--- config.mk ---
export PLATFORM = sky130hd
export DESIGN_NAME = ifu_lsu_mem_arbiter
export DESIGN_NICKNAME = d
export VERILOG_FILES = /design/src/rtl/ifu_lsu_mem_arbiter_pkg.sv /design/src/rtl/ifu_lsu_mem_arbiter_pick.sv /design/src/rtl/ifu_lsu_mem_arbiter.sv
export SDC_FILE = /design/constraint.sdc
export NUM_CORES = 1
export LEC_CHECK = 0
export CAP_MARGIN = 30
export CORE_UTILIZATION = 36
export DETAILED_ROUTE_END_ITERATION = 10
export HOLD_SLACK_MARGIN = 0.06
export PLACE_DENSITY = 0.79
export SKIP_CTS_REPAIR_TIMING = 1
export SYNTH_ARGS = -nofsm -noshare
export SYNTH_HDL_FRONTEND = slang
export SYNTH_SLANG_ARGS = --single-unit
--- constraint.sdc ---
create_clock -name clock -period 2.6 [get_ports clock]
set_input_delay 0.39 -clock clock [delete_from_list [all_inputs] [get_ports clock]]
set_output_delay 0.39 -clock clock [all_outputs]
set_load 0.01 [all_outputs]
--- src/rtl/ifu_lsu_mem_arbiter_pkg.sv ---
// Shared types and defaults for the IFU/LSU memory-port arbiter and its neighbours.
// State and owner encodings are fixed so debug views and counters decode the same way everywhere.
package ifu_lsu_mem_arbiter_pkg;

   localparam int DEF_ADDR_W = 32;
   localparam int DEF_DATA_W = 32;

   typedef enum logic [1:0] {
      IDLE = 2'd0,
      REQ  = 2'd1,
      RESP = 2'd2
   } arb_state_e;

   typedef enum logic {
      OWN_IFU = 1'b0,
      OWN_LSU = 1'b1
   } owner_e;

endpackage

--- src/rtl/ifu_lsu_mem_arbiter_pick.sv ---
// Combinational winner select between the fetch and load/store requesters.
// A lone requester always wins; on a conflict the mode parameter decides.
module mem_arb_pick
   import ifu_lsu_mem_arbiter_pkg::*;
#(
   parameter int RR_MODE = 0
) (
   input  logic i_ifu_valid,
   input  logic i_lsu_valid,
   input  logic i_last_grant,
   output logic o_grant_ifu,
   output logic o_grant_lsu
);

   logic w_lsu_on_conflict;

   // Round-robin hands a conflict to whichever master was not served last.
   assign w_lsu_on_conflict = (RR_MODE != 0) ? (i_last_grant == OWN_IFU) : 1'b1;

   assign o_grant_lsu = i_lsu_valid & (~i_ifu_valid | w_lsu_on_conflict);
   assign o_grant_ifu = i_ifu_valid & (~i_lsu_valid | ~w_lsu_on_conflict);

endmodule

--- src/rtl/ifu_lsu_mem_arbiter.sv ---
// Shares one memory port between IFU (read-only) and LSU (read/write), one transaction in flight.
// Handshakes: a transfer happens on a cycle where valid and ready are both high; valid never waits on ready.
module ifu_lsu_mem_arbiter
   import ifu_lsu_mem_arbiter_pkg::*;
#(
   parameter int ADDR_W  = DEF_ADDR_W,
   parameter int DATA_W  = DEF_DATA_W,
   parameter int RR_MODE = 0
) (
   input  logic                clock,
   input  logic                reset,

   input  logic                ifu_req_valid,
   output logic                ifu_req_ready,
   input  logic [ADDR_W-1:0]   ifu_req_addr,
   output logic                ifu_resp_valid,
   input  logic                ifu_resp_ready,
   output logic [DATA_W-1:0]   ifu_resp_rdata,
   output logic                ifu_resp_err,

   input  logic                lsu_req_valid,
   output logic                lsu_req_ready,
   input  logic [ADDR_W-1:0]   lsu_req_addr,
   input  logic                lsu_req_wen,
   input  logic [DATA_W-1:0]   lsu_req_wdata,
   input  logic [DATA_W/8-1:0] lsu_req_wmask,
   output logic                lsu_resp_valid,
   input  logic                lsu_resp_ready,
   output logic [DATA_W-1:0]   lsu_resp_rdata,
   output logic                lsu_resp_err,

   output logic                mem_req_valid,
   input  logic                mem_req_ready,
   output logic [ADDR_W-1:0]   mem_req_addr,
   output logic                mem_req_wen,
   output logic [DATA_W-1:0]   mem_req_wdata,
   output logic [DATA_W/8-1:0] mem_req_wmask,
   input  logic                mem_resp_valid,
   output logic                mem_resp_ready,
   input  logic [DATA_W-1:0]   mem_resp_rdata,
   input  logic                mem_resp_err,

   output logic                owner,
   output logic                busy,
   output logic [31:0]         ifu_grant_cnt,
   output logic [31:0]         lsu_grant_cnt,
   output logic [31:0]         conflict_cnt
);

   arb_state_e            r_state;
   arb_state_e            w_next_state;
   owner_e                r_owner;
   owner_e                r_last_grant;
   logic [ADDR_W-1:0]     r_addr;
   logic                  r_wen;
   logic [DATA_W-1:0]     r_wdata;
   logic [DATA_W/8-1:0]   r_wmask;
   logic [31:0]           r_ifu_grant_cnt;
   logic [31:0]           r_lsu_grant_cnt;
   logic [31:0]           r_conflict_cnt;

   logic                  w_grant_ifu;
   logic                  w_grant_lsu;
   logic                  w_accept;
   logic                  w_conflict;

   mem_arb_pick #(
      .RR_MODE (RR_MODE)
   ) u_pick (
      .i_ifu_valid  (ifu_req_valid),
      .i_lsu_valid  (lsu_req_valid),
      .i_last_grant (r_last_grant),
      .o_grant_ifu  (w_grant_ifu),
      .o_grant_lsu  (w_grant_lsu)
   );

   assign w_accept   = (r_state == IDLE) && !reset && (w_grant_ifu || w_grant_lsu);
   assign w_conflict = (r_state == IDLE) && ifu_req_valid && lsu_req_valid;

   always_ff @(posedge clock) begin
      if (reset) begin
         r_state <= IDLE;
      end else begin
         r_state <= w_next_state;
      end
   end

   // Handshake outputs are held low while reset is high so nothing transfers during reset.
   always_comb begin
      w_next_state   = r_state;
      ifu_req_ready  = 1'b0;
      lsu_req_ready  = 1'b0;
      mem_req_valid  = 1'b0;
      mem_resp_ready = 1'b0;
      ifu_resp_valid = 1'b0;
      lsu_resp_valid = 1'b0;
      if (!reset) begin
         case (r_state)
            IDLE: begin
               ifu_req_ready = w_grant_ifu;
               lsu_req_ready = w_grant_lsu;
               if (w_grant_ifu || w_grant_lsu) begin
                  w_next_state = REQ;
               end
            end
            REQ: begin
               mem_req_valid = 1'b1;
               if (mem_req_ready) begin
                  w_next_state = RESP;
               end
            end
            RESP: begin
               if (r_owner == OWN_LSU) begin
                  lsu_resp_valid = mem_resp_valid;
                  mem_resp_ready = lsu_resp_ready;
                  if (mem_resp_valid && lsu_resp_ready) begin
                     w_next_state = IDLE;
                  end
               end else begin
                  ifu_resp_valid = mem_resp_valid;
                  mem_resp_ready = ifu_resp_ready;
                  if (mem_resp_valid && ifu_resp_ready) begin
                     w_next_state = IDLE;
                  end
               end
            end
            default: w_next_state = IDLE;
         endcase
      end
   end

   // Request fields load only on acceptance, so they stay stable for the whole REQ phase.
   always_ff @(posedge clock) begin
      if (reset) begin
         r_owner         <= OWN_IFU;
         r_last_grant    <= OWN_IFU;
         r_addr          <= '0;
         r_wen           <= 1'b0;
         r_wdata         <= '0;
         r_wmask         <= '0;
         r_ifu_grant_cnt <= 32'd0;
         r_lsu_grant_cnt <= 32'd0;
         r_conflict_cnt  <= 32'd0;
      end else begin
         if (w_accept) begin
            if (w_grant_lsu) begin
               r_owner         <= OWN_LSU;
               r_last_grant    <= OWN_LSU;
               r_addr          <= lsu_req_addr;
               r_wen           <= lsu_req_wen;
               r_wdata         <= lsu_req_wdata;
               r_wmask         <= lsu_req_wmask;
               r_lsu_grant_cnt <= r_lsu_grant_cnt + 32'd1;
            end else begin
               r_owner         <= OWN_IFU;
               r_last_grant    <= OWN_IFU;
               r_addr          <= ifu_req_addr;
               r_wen           <= 1'b0;
               r_wdata         <= '0;
               r_wmask         <= '0;
               r_ifu_grant_cnt <= r_ifu_grant_cnt + 32'd1;
            end
         end
         if (w_conflict) begin
            r_conflict_cnt <= r_conflict_cnt + 32'd1;
         end
      end
   end

   assign mem_req_addr   = r_addr;
   assign mem_req_wen    = r_wen;
   assign mem_req_wdata  = r_wdata;
   assign mem_req_wmask  = r_wmask;

   assign ifu_resp_rdata = mem_resp_rdata;
   assign ifu_resp_err   = mem_resp_err;
   assign lsu_resp_rdata = mem_resp_rdata;
   assign lsu_resp_err   = mem_resp_err;

   assign owner          = r_owner;
   assign busy           = (r_state != IDLE);
   assign ifu_grant_cnt  = r_ifu_grant_cnt;
   assign lsu_grant_cnt  = r_lsu_grant_cnt;
   assign conflict_cnt   = r_conflict_cnt;

   a_single_req_ready: assert property (@(posedge clock) disable iff (reset)
      !(ifu_req_ready && lsu_req_ready));
   a_req_valid_in_req: assert property (@(posedge clock) disable iff (reset)
      mem_req_valid |-> (r_state == REQ));
   a_resp_ready_in_resp: assert property (@(posedge clock) disable iff (reset)
      mem_resp_ready |-> (r_state == RESP));
   a_req_stable: assert property (@(posedge clock) disable iff (reset)
      (mem_req_valid && !mem_req_ready) |=> (mem_req_valid && $stable(mem_req_addr)
         && $stable(mem_req_wen) && $stable(mem_req_wdata) && $stable(mem_req_wmask)));

endmodule

; ---- Word-level counts from Yosys, hierarchy flattened
; Index checks and enable logic that the tools add are counted.
[word_totals]
word_cells = 59
ff_bits = 168
out_inout_bits = 239
inputBits = 142
[classes]
n_addsub = 3
bitwise = 2
mux = 26
n_reduce_logical = 13
n_eq_ne = 6
[op_table]
columns = operator, n
row1 = $add 32x1->32 const B, 3
row2 = $mux 32, 2
row3 = $mux 1, 17
row4 = $mux 2, 5
row5 = $logic_and 1x1->1, 6
row6 = $ne 3x3->1 const B, 2
row7 = $pmux 2 s3, 1
row8 = $mux 4, 1
row9 = $reduce_and 2->1, 2
row10 = $reduce_and 4->1, 1
row11 = $eq 2x1->1 const B, 1
row12 = $eq 2x2->1 const B, 1
row13 = $logic_not 2->1, 1
row14 = $ne 2x1->1 const B, 1
row15 = $ne 2x2->1 const B, 1
row16 = $reduce_bool 2->1, 1
row17 = $and 1x1->1, 1
row18 = $logic_not 1->1, 1
row19 = $logic_or 1x1->1, 1
row20 = $not 1->1, 1

; ---- Depth between registers and ports, before layout
; Gate-level depths: netlist of the first run.
[depth]
ltp_word = 5
mapped_depth = 8
depth_no_buf = 6

; ---- Modules after synthesis
; A second synthesis of the first run with hierarchy kept.
[unflattened]
cells_unflattened = 919
area_unflattened_um2 = 7977.7
[by_module_without_submodules]
columns = module, area_per_inst_um2, instances, cells_per_inst, seq_area_each_um2
row1 = ifu_lsu_mem_arbiter, 7956.4, 1, 917, 3363.2
row2 = mem_arb_pick, 21.3, 1, 2, 0.0

; ---- Worst setup path before layout of the first run
; No wires, ideal clock.
[synth_path]
kind = input port to flip-flop
from = input lsu_req_valid
to = register r_ifu_grant_cnt[27], in the netlist ifu_grant_cnt[27]
setup_time_ps = 128
t_required_ps = 2472
slack_ps = 81
arrival_ps = 2392
path_stages = 8
path_cell_list = buf_2 > or4_1 > or4_1 > buf_2 > buf_2 > nor4_1 > xnor2_1 > nor2_1
[synth_via]
elab_chain_len = 5
[synth_lines]
columns = item, line_no
row1 = start: declaration, ifu_lsu_mem_arbiter.sv:21  ; input logic lsu_req_valid,
row2 = $not 1->1 (no line), n/a
row3 = $and 1x1->1, ifu_lsu_mem_arbiter_pick.sv:21  ; assign o_grant_ifu = i_ifu_valid & (~i_lsu_valid | ~w_lsu_on_conflict);
row4 = $logic_or 1x1->1, ifu_lsu_mem_arbiter.sv:77  ; assign w_accept = (r_state == IDLE) && !reset && (w_grant_ifu || w_grant_lsu);
row5 = $logic_and 1x1->1, ifu_lsu_mem_arbiter.sv:77
row6 = $reduce_and 2->1 (no line) *, n/a
row7 = end signal: assignment, ifu_lsu_mem_arbiter.sv:161  ; r_ifu_grant_cnt <= r_ifu_grant_cnt + 32'd1;
row8 = end: declaration, ifu_lsu_mem_arbiter.sv:58  ; logic [31:0] r_ifu_grant_cnt;
; Mark *: on every way between the ends. The rest lies on a longest branch, timed or not.
; A chain may end at the register's enable or synchronous reset.

; ---- Worst setup path in the final report of the first run
[layout_path]
from = register r_state[1]
to = register r_lsu_grant_cnt[31], in the netlist lsu_grant_cnt[31]
[layout_via]
elab_chain_len = 4
[layout_lines]
columns = item, line_no
row1 = start: declaration, ifu_lsu_mem_arbiter.sv:50  ; arb_state_e r_state;
row2 = start signal: assignment, ifu_lsu_mem_arbiter.sv:84  ; r_state <= w_next_state;
row3 = $logic_not 2->1, ifu_lsu_mem_arbiter.sv:77
row4 = $logic_and 1x1->1 (2 in a row), ifu_lsu_mem_arbiter.sv:77
row5 = $reduce_and 2->1 (no line), n/a
row6 = end signal: assignment, ifu_lsu_mem_arbiter.sv:153  ; r_lsu_grant_cnt <= r_lsu_grant_cnt + 32'd1;
row7 = end: declaration, ifu_lsu_mem_arbiter.sv:59  ; logic [31:0] r_lsu_grant_cnt;
; No other way between the ends.

==> flow_summary.yaml, run 1 <==
die:
  dieArea_um2: 21800
  die_w_um: 148
  rows: 52
  pin_count: 381
  start_util: 0.373
  coreArea_um2: 20500
  die_y_um: 148
drt:
  antenna_left: 0
  drt_iter0_markers: 263
  avgViaCountPerCell: 5.05
  via_count: 6972
  drc_errors: 0
  totalWireLength_mm: 21.6
  avgRoutedWirePerCell_um: 15.6
  firstDrtPassIters: 5
synth:
  postSynthAreaPerCell_um2: 8.64
  syn_inst: 884
  ys_top_cells_by_area: "dfxtp_1 (44%), nor2_1 (8.4%), buf_4 (6.5%), xnor2_1 (6.2%), mux2i_1 (4.3%)"
  synth_top_family_by_area: "simple AND/OR/NAND/NOR gates"
  synth.yosys.seq_area_share: 0.440
  synth-seq-cells: 168
  post-synth-top-area-cell: "dfxtp_1"
  synth_top_area_share: 0.440
  syn-num-nets: 1029
  syn-cell-area_um2: 7640
  synth.area.mux_share: 0.0462
  synthXorXnorAreaFrac: 0.0917
  synthSimpleGateAreaFrac: 0.232
  synth_compound_area_frac: 0.0881
  synth.distinct_cells: 38
  yosys.area_share.adder: 0.00491
  synth_warnings: 0
placement:
  place.gp.congestion: 0.839
  place_ws_ns: -0.0766
  dp_hpwl_mm: 16.0
  placed_cell_area_um2: 10300
  io_buffers: 281
  dp_cells: 1349
sta:
  fmax_mhz: 408
  finClkSkew_ns: 0.0136
  relSlewSlack: 0.487
  hold_violations: 0
  period_minus_slack_ns: 2.45
  worst_slack_ns: 0.151
  fin_tns_setup_ns: 0
  fin_crit_sh: 0.942
  finalSetupViolations: 0
  rsz0062_at_grt: "no"
  tightest_slew_ns: 0.770
  drv_slew: 0
worst_hold_path:
  holdPathStages: 2
  min_path_type: "register to register"
  hold_end: "lsu_grant_cnt[31]"
  hp-start: "lsu_grant_cnt[31]"
clock_tree:
  root_buffer: "clkbuf_16"
  clockBufferDepth: 2
  clkTransAtPathRegs_ns: 0.06
  numCtsBuffers: 17
  cts_tree: "yes"
  htreeDepth: 4
  cts_sinks: 168
  clkLatencyLatePin_ns: 0.42
finish:
  final_cell_area_um2: 10900
  final_common_cell: "clkdlybuf4s50_1"
  nets: 1243
  areaGrowthSynthToFinish_pct: 42.9
  stdcell_count: 1381
  most-common-layout-cells: "clkdlybuf4s50_1 (278), nor2_1 (170), dfxtp_1 (168)"
  layout-drive-gt1-share: 0.0639
  diodes: 0
  nFillCells: 1919
critical_path:
  r2r_slack_ns: 0.15
  cp-start-kind: "register"
  critPathMaxFanout: 6
  rr_startpoint: "r_state[1]"
  required_ns: 2.95
  ff2ff_path_depth: 5
  critPathKind: "register to register"
  critical_path_arrival_ns: 2.80
  regToRegEndpoint: "lsu_grant_cnt[31]"
  endpoint_kind: "register"
global_route:
  grt.total_usage: 0.198
  gr-total-overflow: 0
  grt_max_degree: 75
  grt_pass1_wl_mm: 34.1
  grt_pass1_vias: 6681
  antenna_found_initial: 0
pwr:
  ir_drop_v: 0.000366
  power.density_nw_per_um2: 549
  p_leak_nw: 3.78
  total_power_mw: 5.99
run_status:
  outcome: "complete, no violations"
job:
  cap_violations: 0
==> worst max-delay path by stage <==
stage                  startpoint                end  slack [ns]
floorplan           lsu_req_valid  ifu_grant_cnt[27]        0.08
global placement            reset  lsu_grant_cnt[31]       -0.06
detailed placement          reset  lsu_grant_cnt[31]       -0.08
CTS                    r_state[1]      lsu_req_ready       -0.06
global route           r_state[1]  lsu_grant_cnt[31]        0.06
finish                 r_state[1]  lsu_grant_cnt[31]        0.15
==> per-stage QoR <==
stage / util / hold WS [ns]
global route: 0.533 / 0.510
global placement: 0.505 / 0.478
detailed placement: 0.505 / 0.487
finish: 0.533 / 0.496
floorplan: - / 0.496
CTS: 0.532 / 0.497
==> power by group <==
group | leakage (nW) | switching (mW) | internal, mW
Combinational | 2.14 | 0.359 | 0.440
Clock | 0.275 | 1.12 | 1.35
Sequential | 1.37 | 0.0621 | 2.67
==> final cells by class <==
| type | count | area, um^2 | share of cell area |
|---|---|---|---|
| clock inverters | 13 | 136 | 0.0125 |
| flip-flops and latches | 168 | 3360 | 0.308 |
| repair buffers | 308 | 3040 | 0.278 |
| multi-input cells | 587 | 3550 | 0.325 |
| inverters | 16 | 60.1 | 0.00550 |
| clock buffers | 19 | 433 | 0.0397 |
| well taps | 270 | 338 | 0.0309 |
==> synthesized netlist by cell type <==
cell	count
a211oi_1	32
a21oi_1	16
a22oi_1	37
and2_1	2
and3_1	7
and4_1	6
buf_1	5
buf_2	4
buf_4	66
clkbuf_1	38
clkinv_1	1
dfxtp_1	168
ha_1	3
inv_1	15
mux2_2	2
mux2i_1	33
nand2_1	45
nand2b_1	2
nand3_1	28
nand4_1	29
nand4bb_1	1
nor2_1	171
nor2b_1	3
nor3_1	20
nor3b_1	2
nor4_1	22
nor4b_2	1
nor4bb_1	1
o21ai_0	12
o31ai_1	2
or2_2	4
or3_1	14
or3b_2	1
or4_1	8
or4_4	2
or4b_1	1
xnor2_1	54
xor2_1	26
==> metal layers <==
metal  wire (um)  vias to the layer above  track usage  part of all wire
met4         609                        0       0.0856             0.028
met3        1630                       58       0.0608             0.075
met2       10500                      279        0.331              0.49
li1            -                     3429            -                 -
met1        8830                     3206        0.233              0.41
met5           0                        -            0                 0
==> flip-flops by register name (all words and copies together), names as in the netlist <==
register,flops
conflict_cnt,32
ifu_grant_cnt,32
lsu_grant_cnt,32
mem_req_addr,32
mem_req_wdata,32
mem_req_wen,1
mem_req_wmask,4
owner,1
r_state,2
==> cells by family after synthesis <==
family / Yosys count
simple gates: 370
flops: 168
buf+inv: 129
compound gates: 99
xor+xnor: 80
mux: 35
fa+ha+maj: 3
==> worst max-delay path, cell delays in order (launching register included) <==
cell and delay, ns:
dfxtp_1 0.32, or4b_4 0.58, or4_4 0.54, or4_4 0.46
or3_1 0.36, a21oi_1 0.11
No activity file was read; power rests on OpenSTA's default activity.
==> inputs of run 2 (changes only) <==
--- a/config.mk
+++ b/config.mk
@@ -11,6 +11,7 @@
 export HOLD_SLACK_MARGIN = 0.06
 export PLACE_DENSITY = 0.79
 export SKIP_CTS_REPAIR_TIMING = 1
+export SLEW_MARGIN = 0
 export SYNTH_ARGS = -nofsm -noshare
 export SYNTH_HDL_FRONTEND = slang
 export SYNTH_SLANG_ARGS = --single-unit
==> results of run 2 <==
Final layout, timing and power as in run 1 (identical DEF).
==> inputs of run 3 (changes only) <==
--- a/config.mk
+++ b/config.mk
@@ -6,10 +6,11 @@
 export NUM_CORES = 1
 export LEC_CHECK = 0
 export CAP_MARGIN = 30
-export CORE_UTILIZATION = 36
+export CORE_ASPECT_RATIO = 0.7
+export CORE_UTILIZATION = 37
 export DETAILED_ROUTE_END_ITERATION = 10
 export HOLD_SLACK_MARGIN = 0.06
-export PLACE_DENSITY = 0.79
+export PLACE_DENSITY = 0.81
 export SKIP_CTS_REPAIR_TIMING = 1
 export SLEW_MARGIN = 0
 export SYNTH_ARGS = -nofsm -noshare
==> run 3 against run 2 <==
Non-clock buffer count grew 2. Power grew 4.3%. Highest routed layer is now met5. Global-route usage is 1.6 points higher. Routed wire length increased by 6.0%. Setup slack got worse by 0.013 ns. Sequential share of layout area fell by 0.29 points. Design area rose by 0.95%. Combinational power up 1%. Clock skew shrank 0.0019 ns. Clock-buffer cell count rose by 1. Flip-flop and latch count is the same. Fmax is 0.53% lower.
==> flow_summary.yaml, run 3 (synthesis results as in run 1) <==
run_status:
  outcome: "complete, no violations"
die:
  coreArea_um2: 20000
  die_w_um: 174
  dieArea_um2: 21200
  rows: 43
  start_util: 0.382
  die_y_um: 122
  pin_count: 381
placement:
  dp_cells: 1350
  dp_hpwl_mm: 16.9
  io_buffers: 281
  place.gp.congestion: 0.849
  placed_cell_area_um2: 10300
drt:
  avgRoutedWirePerCell_um: 16.6
  firstDrtPassIters: 4
  avgViaCountPerCell: 5.06
  totalWireLength_mm: 22.9
  drt_iter0_markers: 407
  antenna_left: 0
  drc_errors: 0
  via_count: 6983
critical_path:
  critPathKind: "register to register"
  critPathMaxFanout: 15
  cp-start-kind: "register"
  critical_path_arrival_ns: 2.76
  required_ns: 2.89
  ff2ff_path_depth: 8
  r2r_slack_ns: 0.14
  regToRegEndpoint: "ifu_grant_cnt[16]"
  rr_startpoint: "r_state[1]"
  endpoint_kind: "register"
pwr:
  p_leak_nw: 3.84
  power.density_nw_per_um2: 568
  ir_drop_v: 0.000339
finish:
  most-common-layout-cells: "clkdlybuf4s50_1 (277), nor2_1 (170), dfxtp_1 (168)"
  final_cell_area_um2: 11000
  areaGrowthSynthToFinish_pct: 44.3
  final_common_cell: "clkdlybuf4s50_1"
  diodes: 0
  stdcell_count: 1381
  layout-drive-gt1-share: 0.0684
  nets: 1245
  fin_util: 0.551
sta:
  period_minus_slack_ns: 2.46
  tightest_slew_ns: 0.810
  finalSetupViolations: 0
  hold_violations: 0
  fin_crit_sh: 0.947
  rsz0062_at_grt: "no"
  fin_hold_ws_ns: 0.446
  finClkSkew_ns: 0.0117
  fmax_mhz: 406
  relSlewSlack: 0.460
  fin_tns_setup_ns: 0
  drv_slew: 0
clock_tree:
  clkTransAtPathRegs_ns: 0.07
  root_buffer: "clkbuf_16"
  cts_tree: "yes"
  clkLatencyLatePin_ns: 0.43
  clockBufferDepth: 2
  htreeDepth: 4
  numCtsBuffers: 17
  cts_sinks: 168
worst_hold_path:
  min_path_type: "input port to register"
  holdPathStages: 4
  hold_end: "mem_req_addr[0]"
  hp-start: "reset"
global_route:
  grt_pass1_wl_mm: 35.2
  grt_max_degree: 99
  antenna_found_initial: 1
  grt_pass1_vias: 6378
  grt.total_usage: 0.213
  gr-total-overflow: 0
job:
  cap_violations: 0
[run 3: cell count changes in the layout (fill, tap and decap cells not counted), sizes merged]
cell           change
dlymetal6s2s       +1
clkinv             -2
clkbuf             +1
buf                +2
clkdlybuf4s50      -1
inv                -3
bufinv             +3
clkinvlp           -1
[run 3: per-stage QoR]
step / total power, mW / setup slack (ns)
3_3_place_gp: 3.59 / 0.0627
2_1_floorplan: 3.22 / 0.0807
5_1_grt: 6.51 / 0.0284
6_report: 6.25 / 0.138
3_5_place_dp: 3.60 / -0.00805
4_1_cts: 6.32 / -0.0216
[run 3: power by group]
part	switching, mW	internal (mW)
logic	0.368	0.442
registers	0.0572	2.67
clock network	1.08	1.63
[run 3: worst max-delay path, stage by stage (launching register included)]
cell     delay, ns
dfxtp_1       0.31
buf_4         0.17
or4_4         0.54
or4_1         0.51
buf_4         0.21
buf_4         0.15
nor3_1        0.23
xnor2_1       0.15
nor2_1        0.05
[run 3: final cells by class]
class,count,area [um^2]
fill,1833,8990
multi-input combinational,587,3580
sequential,168,3360
timing repair buffer,310,3060
clock buffer,20,447
tap,270,338
clock inverter,10,169
inverter,16,60.1
[run 3: layer usage]
metal	global-route usage	wire, um	vias to the layer above
met5	0	13	-
met4	0.0641	283	2
met3	0.0697	1870	22
met2	0.344	10900	292
met1	0.273	9830	3233
li1	-	-	3434
[run 3: worst max path at each step]
stage                        endpoint  slack [ns]  cells past startpoint     startpoint
finish              ifu_grant_cnt[16]        0.14                      8     r_state[1]
global route        ifu_grant_cnt[27]        0.03                      7     r_state[1]
CTS                     lsu_req_ready       -0.02                      4     r_state[1]
detailed placement  ifu_grant_cnt[19]      -0.008                      7  lsu_req_valid
global placement    lsu_grant_cnt[31]        0.06                      6          reset
floorplan           ifu_grant_cnt[27]        0.08                      8  lsu_req_valid
